$ cat src/rtl/uart_tx.sv
// rtl/uart_tx.sv - 8N1 UART transmitter with a one-byte holding register
//
// Ports:
//   clk_50M   in   1  system clock, rising edge
//   rst       in   1  synchronous active-high reset
//   tx_valid  in   1  producer offers a byte on tx_data
//   tx_data   in   8  byte to send, sampled only on acceptance
//   tx_ready  out  1  holding register empty
//   tx        out  1  registered serial line, idle high
//   tx_busy   out  1  frame in progress
//   tx_done   out  1  one-cycle pulse after each stop bit completes
module uart_tx #(
  parameter int CLKS_PER_BIT = 434
) (
  input  logic       clk_50M,
  input  logic       rst,
  input  logic       tx_valid,
  input  logic [7:0] tx_data,
  output logic       tx_ready,
  output logic       tx,
  output logic       tx_busy,
  output logic       tx_done
);

  localparam int CW = $clog2(CLKS_PER_BIT);
  localparam logic [CW-1:0] CNT_LAST = CW'(CLKS_PER_BIT - 1);

  localparam logic [1:0] S_IDLE  = 2'd0;
  localparam logic [1:0] S_START = 2'd1;
  localparam logic [1:0] S_DATA  = 2'd2;
  localparam logic [1:0] S_STOP  = 2'd3;

  logic [1:0]    state_q, state_d;
  logic [CW-1:0] cnt_q, cnt_d;
  logic [2:0]    idx_q, idx_d;
  logic [7:0]    shift_q, shift_d;
  logic [7:0]    hold_q, hold_d;
  logic          hold_full_q, hold_full_d;
  logic          tx_q, tx_d;
  logic          done_q, done_d;

  logic bit_end;
  logic accept;

  assign bit_end = (cnt_q == CNT_LAST);
  // Acceptance needs an empty holding register, so it can never coincide
  // with the FSM draining that register.
  assign accept  = tx_valid && !hold_full_q;

  always_comb begin
    state_d     = state_q;
    cnt_d       = cnt_q;
    idx_d       = idx_q;
    shift_d     = shift_q;
    hold_d      = hold_q;
    hold_full_d = hold_full_q;
    done_d      = 1'b0;

    if (accept) begin
      hold_d      = tx_data;
      hold_full_d = 1'b1;
    end

    case (state_q)
      S_IDLE: begin
        cnt_d = '0;
        idx_d = 3'd0;
        if (hold_full_q) begin
          shift_d     = hold_q;
          hold_full_d = 1'b0;
          state_d     = S_START;
        end
      end
      S_START: begin
        cnt_d = bit_end ? '0 : cnt_q + 1'b1;
        if (bit_end) begin
          state_d = S_DATA;
          idx_d   = 3'd0;
        end
      end
      S_DATA: begin
        cnt_d = bit_end ? '0 : cnt_q + 1'b1;
        if (bit_end) begin
          shift_d = {1'b0, shift_q[7:1]};
          if (idx_q == 3'd7) begin
            state_d = S_STOP;
          end else begin
            idx_d = idx_q + 3'd1;
          end
        end
      end
      default: begin
        cnt_d = bit_end ? '0 : cnt_q + 1'b1;
        if (bit_end) begin
          done_d = 1'b1;
          // A waiting byte starts immediately so back-to-back frames have no gap.
          if (hold_full_q) begin
            shift_d     = hold_q;
            hold_full_d = 1'b0;
            state_d     = S_START;
          end else begin
            state_d = S_IDLE;
          end
        end
      end
    endcase

    // The line is registered, so it follows the state being entered.
    case (state_d)
      S_START: tx_d = 1'b0;
      S_DATA:  tx_d = shift_d[0];
      default: tx_d = 1'b1;
    endcase
  end

  always_ff @(posedge clk_50M) begin
    if (rst) begin
      state_q     <= S_IDLE;
      cnt_q       <= '0;
      idx_q       <= 3'd0;
      shift_q     <= 8'd0;
      hold_q      <= 8'd0;
      hold_full_q <= 1'b0;
      tx_q        <= 1'b1;
      done_q      <= 1'b0;
    end else begin
      state_q     <= state_d;
      cnt_q       <= cnt_d;
      idx_q       <= idx_d;
      shift_q     <= shift_d;
      hold_q      <= hold_d;
      hold_full_q <= hold_full_d;
      tx_q        <= tx_d;
      done_q      <= done_d;
    end
  end

  assign tx_ready = !hold_full_q;
  assign tx       = tx_q;
  assign tx_busy  = (state_q != S_IDLE);
  assign tx_done  = done_q;

endmodule
$ cat config.mk
export PLATFORM = sky130hd
export DESIGN_NAME = uart_tx
export DESIGN_NICKNAME = d
export VERILOG_FILES = /design/src/rtl/uart_tx.sv
export SDC_FILE = /design/constraint.sdc
export NUM_CORES = 1
export LEC_CHECK = 0
export BUFFER_PORTS_ARGS = -buffer_cell sky130_fd_sc_hd__buf_2
export CORE_UTILIZATION = 52
export DETAILED_ROUTE_END_ITERATION = 6
export GPL_ROUTABILITY_DRIVEN = 0
export PLACE_DENSITY_LB_ADDON = 0.25
export SETUP_SLACK_MARGIN = 0.2
export SLEW_MARGIN = 20
export SYNTH_ARGS = -nofsm -noshare
export SYNTH_HDL_FRONTEND = slang
export SYNTH_SLANG_ARGS = --single-unit
$ cat constraint.sdc
create_clock -name clk_50M -period 1.8 [get_ports clk_50M]
set_input_delay 0.27 -clock clk_50M [delete_from_list [all_inputs] [get_ports clk_50M]]
set_output_delay 0.27 -clock clk_50M [all_outputs]
set_load 0.03 [all_outputs]
==> Yosys cells after proc, flatten, opt, wreduce, memory -nomap -nowiden <==
Index checks and enable logic that the tools add are counted.
{ "totals": {"output_inout_bits": 4, "regBits": 33, "inputBits": 11} }
{ "op_classes": {"bitwise_logic": 1, "eq_ne": 9, "n_reduce_logical": 11, "n_addsub": 2, "n_mux": 21} }
{ "op_table": {"columns": ["op", "n"], "rows": [
  ["8-bit two-way mux", 3],
  ["8-bit case mux with 3 select lines", 1],
  ["2-bit two-way mux", 5],
  ["9-bit by 1-bit adder with 9-bit output (second input constant)", 1],
  ["9-bit == test (second input constant)", 1],
  ["3-bit two-way mux", 3],
  ["3-bit case mux with 3 select lines", 1],
  ["2-bit inequality test (second input constant)", 3],
  ["2-bit case mux with 3 select lines", 1],
  ["1-bit two-way mux", 5],
  ["2-bit by 1-bit == test with 1-bit output (second input constant)", 2],
  ["2-bit == test (second input constant)", 2],
  ["1-bit case mux with 2 select lines", 2],
  ["4-bit AND reduction", 1],
  ["2-bit nonzero test", 2],
  ["4-bit OR reduction", 1],
  ["3-bit by 1-bit adder with 3-bit output (second input constant)", 1],
  ["3-bit == test (second input constant)", 1],
  ["3-bit AND reduction", 1],
  ["3-bit nonzero test", 1],
  ["3-bit OR reduction", 1],
  ["2-bit zero test", 1],
  ["2-bit OR reduction", 1],
  ["1-bit logical AND", 1],
  ["other kinds (2)", 2]
]} }

==> Depth between registers and ports, before layout <==
{ "logic_depth": {"word_depth": 6, "depth_mapped": 9} }

==> Worst setup path after synthesis <==
OpenSTA, ideal clock, no wires.
{ "synth_path": {"kind": "reg-to-reg", "start": "reg cnt_q[1]", "end": "reg shift_q[7]", "path_stages_with_launch": 9, "arrival_ns": 1.718, "path_slack_ns": -0.032, "required_ns": 1.686, "path_cell_list": "dfxtp_1 > inv_1 > ha_1 > and4b_1 > buf_4 > a31oi_1 > nor2_1 > mux2i_1 > a2111oi_0"} }
{ "synth_between": {"elab_chain_cells": 3} }
{ "synth_rtl": {"columns": ["item", "line_no", "rtl"], "rows": [
  ["start, declared", "34", "logic [CW-1:0] cnt_q, cnt_d;"],
  ["start signal, assigned", "128", "cnt_q <= cnt_d;"],
  ["9-bit == test (*)", "45", "assign bit_end = (cnt_q == CNT_LAST);"],
  ["2-bit inequality test (no line) / 2-bit nonzero test (equally long branches)", null, null],
  ["3-bit AND reduction (no line) (*)", null, null],
  ["end signal, assigned", "130", "shift_q <= shift_d;"],
  ["end, declared", "36", "logic [7:0] shift_q, shift_d;"]
]} }
Every way passes the cells marked *; elsewhere a longest branch is shown, timed or not.
A chain may end at the register's enable or synchronous reset.

==> Worst setup path in the final report <==
{ "layout_path": {"start": "reg cnt_q[1]", "end": "reg idx_q[0]"} }
{ "layout_between": {"elab_chain_cells": 3} }
{ "layout_rtl": {"columns": ["item", "line_no", "rtl"], "rows": [
  ["9-bit == test (*)", "45", null],
  ["2-bit inequality test (no line)", null, null],
  ["4-bit AND reduction (no line) (*)", null, null],
  ["end signal, assigned", "129", "idx_q <= idx_d;"],
  ["end, declared", "35", "logic [2:0] idx_q, idx_d;"]
]} }
Marks and branches as above.

==> reports/qor.csv <==
stage;metric;value;unit
status;outcome;finished clean;
global_routing;total track usage;28.46;%
logic_synthesis;Netlist cell types;39;
floorplanning;Core Box Area;0.003053;mm2
sta;Fin Setup TNS;0;ps
layout;Final #Nets;260;
logic_synthesis;asr flop ratio synth;0;%
power;worst vdd ir;0.6031;mV
worst_setup_path;Max FO, Critical Path;6;
detailed_routing;initial DRC count;104;
logic_synthesis;Synth area leader;dfxtp_1;
placed_design;Placed Cells incl. Taps;269;
clock_network;CTS tree;done;
floorplanning;initial core utilization;54.47;%
floorplanning;Die Width;58.55;um
logic_synthesis;yosys warns;0;
floorplanning;site row count;20;
floorplanning;I/O Pins;15;
detailed_routing;wire per inst;16.62;um
layout;diode count;0;
sta;Fin. Hold Viols;0;
clock_network;cts hold-fix bufs;0;
logic_synthesis;number of flops mapped to enable cells by yosys;0;
sta;RSZ-0062 raised after global routing;yes;
worst_setup_path;nature of the critical path endpoint;flip-flop;
sta;Slew HR;72.96;%
detailed_routing;DRC Markers;0;
logic_synthesis;flops & latches, synth;33;
layout;fill count;227;
logic_synthesis;ys flop type;dfxtp_1;
sta;Final Setup Violations;0;
logic_synthesis;Synth top area share;39.73;%
layout;register area;675.6;um2
clock_network;Sink Count;33;
logic_synthesis;Synth Net Count;220;
sta;clock skew;18.41;ps
worst_setup_path;CP Launch Type;flip-flop;
layout;share of cells above drive strength 1;40.50;%
global_routing;largest net degree at the start of global routing;21;
detailed_routing;post-route ant nets;0;
detailed_routing;Initial DRT Pass Iterations;4;
worst_setup_path;Crit Path Class;flip-flop to flip-flop;
layout;Multi-input gate area;0.001139;mm2
floorplanning;die area;0.003428;mm2
layout;final cell count without fillers;286;
placed_design;port buffer count;14;
worst_setup_path;Critical Path AT;2020;ps
power;leak pwr;0.8930;nW
clock_network;H-tree levels;2;
job;max capacitance violation total;0;
detailed_routing;via count;1668;
clock_network;TritonCTS Buffers;5;
placed_design;post-place setup slack;-90.18;ps
sta;Least-Margin Pin Slew;405.6;ps
sta;worst hold slack;153.7;ps
sta;Final min period;1747;ps
layout;P&R area growth vs syn;38.22;%
logic_synthesis;register area share after synthesis;39.73;%
clock_network;Root Buffer;clkbuf_4;
sta;FMAX;0.5723;GHz
clock_network;Clk Latency, worst-skew pair;350;ps
global_routing;antenna violations before repair;0;
detailed_routing;Vias/cell;5.832;
power;power per cell area;671.0;mW/mm2
logic_synthesis;Mapped Avg Cell Area;8.273;um2
logic_synthesis;mapped cell area;0.001663;mm2
sta;setup ws final;52.70;ps
detailed_routing;WL final;4.752;mm
global_routing;number of global-route vias before repair;1590;
worst_hold_path;Hold Path Class;input port to flip-flop;
clock_network;buffer depth of the longest clock path;2;
clock_network;Clock Pin Slew Worst Setup and Hold Paths;120;ps
placed_design;HPWL after DPL;2.926;mm
sta;Period Utilization, post-route;97.07;%
floorplanning;Chip Height;58.55;um
global_routing;global route total overflow;0;
worst_setup_path;Worst Path Required;2080;ps
logic_synthesis;Post-Syn Instances;201;
logic_synthesis;top cells by area, synth;dfxtp_1, nor2_1, ha_1;
sta;Slew Limit Fails;0;
global_routing;first-pass GRT wire length;7.341;mm
[what timing repair did]
item | CTS | global route
gates resized for setup | 29 | 30
gates cloned | 0 | 0
setup endpoints to repair | 26 | 25
buffers inserted | 4 | 5
pin swaps | 11 | 18
[worst max-delay path, cell delays in order, from the launching register on]
cell and delay, ps:
dfxtp_2 330, inv_2 60, ha_4 110, and4b_4 300, nand2_4 60, o22a_1 240
or4b_1 460, a21oi_1 120
[power by group]
group | switching, mW | leakage, nW | internal [mW]
registers | 0.0409 | 0.272 | 0.765
logic | 0.178 | 0.589 | 0.146
clock network | 0.264 | 0.0320 | 0.149
[sequential cells by signal, indices dropped and copies added, names as in the netlist]
signal	count
tx_done	1
state_q	2
cnt_q	9
tx	1
idx_q	3
hold_q	8
shift_q	8
hold_full_q	1
[cell usage in the layout, fill, tap and decap left out, drive strengths merged]
| master | Yosys | layout |
|---|---|---|
| a22oi | 1 | 1 |
| xor2 | 3 | 3 |
| and4bb | 1 | 1 |
| and3 | 1 | 1 |
| inv | 6 | 6 |
| a21boi | 1 | 1 |
| buf | 4 | 45 |
| ha | 8 | 8 |
| nand2b | 1 | 1 |
| a41oi | 1 | 1 |
| nor3 | 8 | 8 |
| nand3 | 5 | 5 |
| or3 | 4 | 4 |
| a211oi | 2 | 2 |
| or4 | 1 | 1 |
| a31oi | 3 | 3 |
| a22o | 1 | 1 |
| mux2 | 1 | 1 |
| and2 | 1 | 1 |
| nor2 | 28 | 28 |
| nor4 | 1 | 1 |
| xnor2 | 3 | 3 |
| clkbuf | 8 | 6 |
| a2111oi | 1 | 1 |
| and4b | 1 | 1 |
| mux2i | 9 | 9 |
| or4b | 1 | 1 |
| nand2 | 24 | 24 |
| a311oi | 7 | 7 |
| dfxtp | 33 | 33 |
| o41ai | 1 | 1 |
| o22a | 1 | 1 |
| a21o | 1 | 1 |
| o21ai | 8 | 8 |
| nor2b | 5 | 5 |
| clkinv | 0 | 2 |
| a21oi | 16 | 16 |
[through the flow]
stage	power [mW]	cell area (um2)	utilization [%]
after global routing	1.614	2298	75.29
final	1.542	2298	75.29
after global placement	1.044	1933	63.32
after detailed placement	1.059	1933	63.32
after floorplan	0.9769	1712	-
after CTS	1.499	2130	69.75
[kinds of logic (layout without fill, tap and decap cells)]
| family | count (synthesis) | count (layout) | synth area share, % |
|---|---|---|---|
| AND/OR/NAND/NOR | 82 | 82 | 23.63 |
| XOR/XNOR | 6 | 6 | 3.161 |
| AO/OA/AOI/OAI | 44 | 44 | 16.93 |
| adder cells (fa/ha/maj) | 8 | 8 | 6.020 |
| buffers and inverters | 18 | 59 | 4.439 |
| multiplexers | 10 | 10 | 6.095 |
| flip-flops | 33 | 33 | 39.73 |
[path summary, 6_finish.rpt]
path | cells after the start | end | slack, ps | startpoint
max | 7 | idx_q[0] | 50 | cnt_q[1]
min | 3 | hold_q[5] | 150 | tx_data[5]
max reg2reg | 7 | idx_q[0] | 50 | cnt_q[1]
min reg2reg | 2 | hold_q[4] | 480 | hold_q[4]
[cells in the mapped netlist (5+ instances only)]
cell,n
a21oi_1,16
a311oi_1,7
clkbuf_1,8
dfxtp_1,33
ha_1,8
inv_1,6
mux2i_1,9
nand2_1,23
nand3_1,5
nor2_1,28
nor2b_1,5
nor3_1,8
o21ai_0,8
[layer usage]
| metal | GRT usage [%] | up-vias | part of all wire, % |
|---|---|---|---|
| met1 | 34.85 | 818 | 44 |
| met2 | 47.45 | 51 | 50 |
| met3 | 5.055 | 12 | 3.5 |
| met4 | 15.65 | 0 | 2.4 |
| met5 | 0 | - | 0 |
| li1 | - | 787 | - |
[cell type report]
cell class / count / share of cell area (%)
Clock buffer: 6 / 1.796
Timing Repair Buffer: 45 / 15.13
Tap cell: 44 / 2.395
Multi-Input combinational cell: 150 / 49.54
Inverter: 6 / 1.306
Clock inverter: 2 / 0.4355
Sequential cell: 33 / 29.40
No activity file was read; power rests on OpenSTA's default activity.
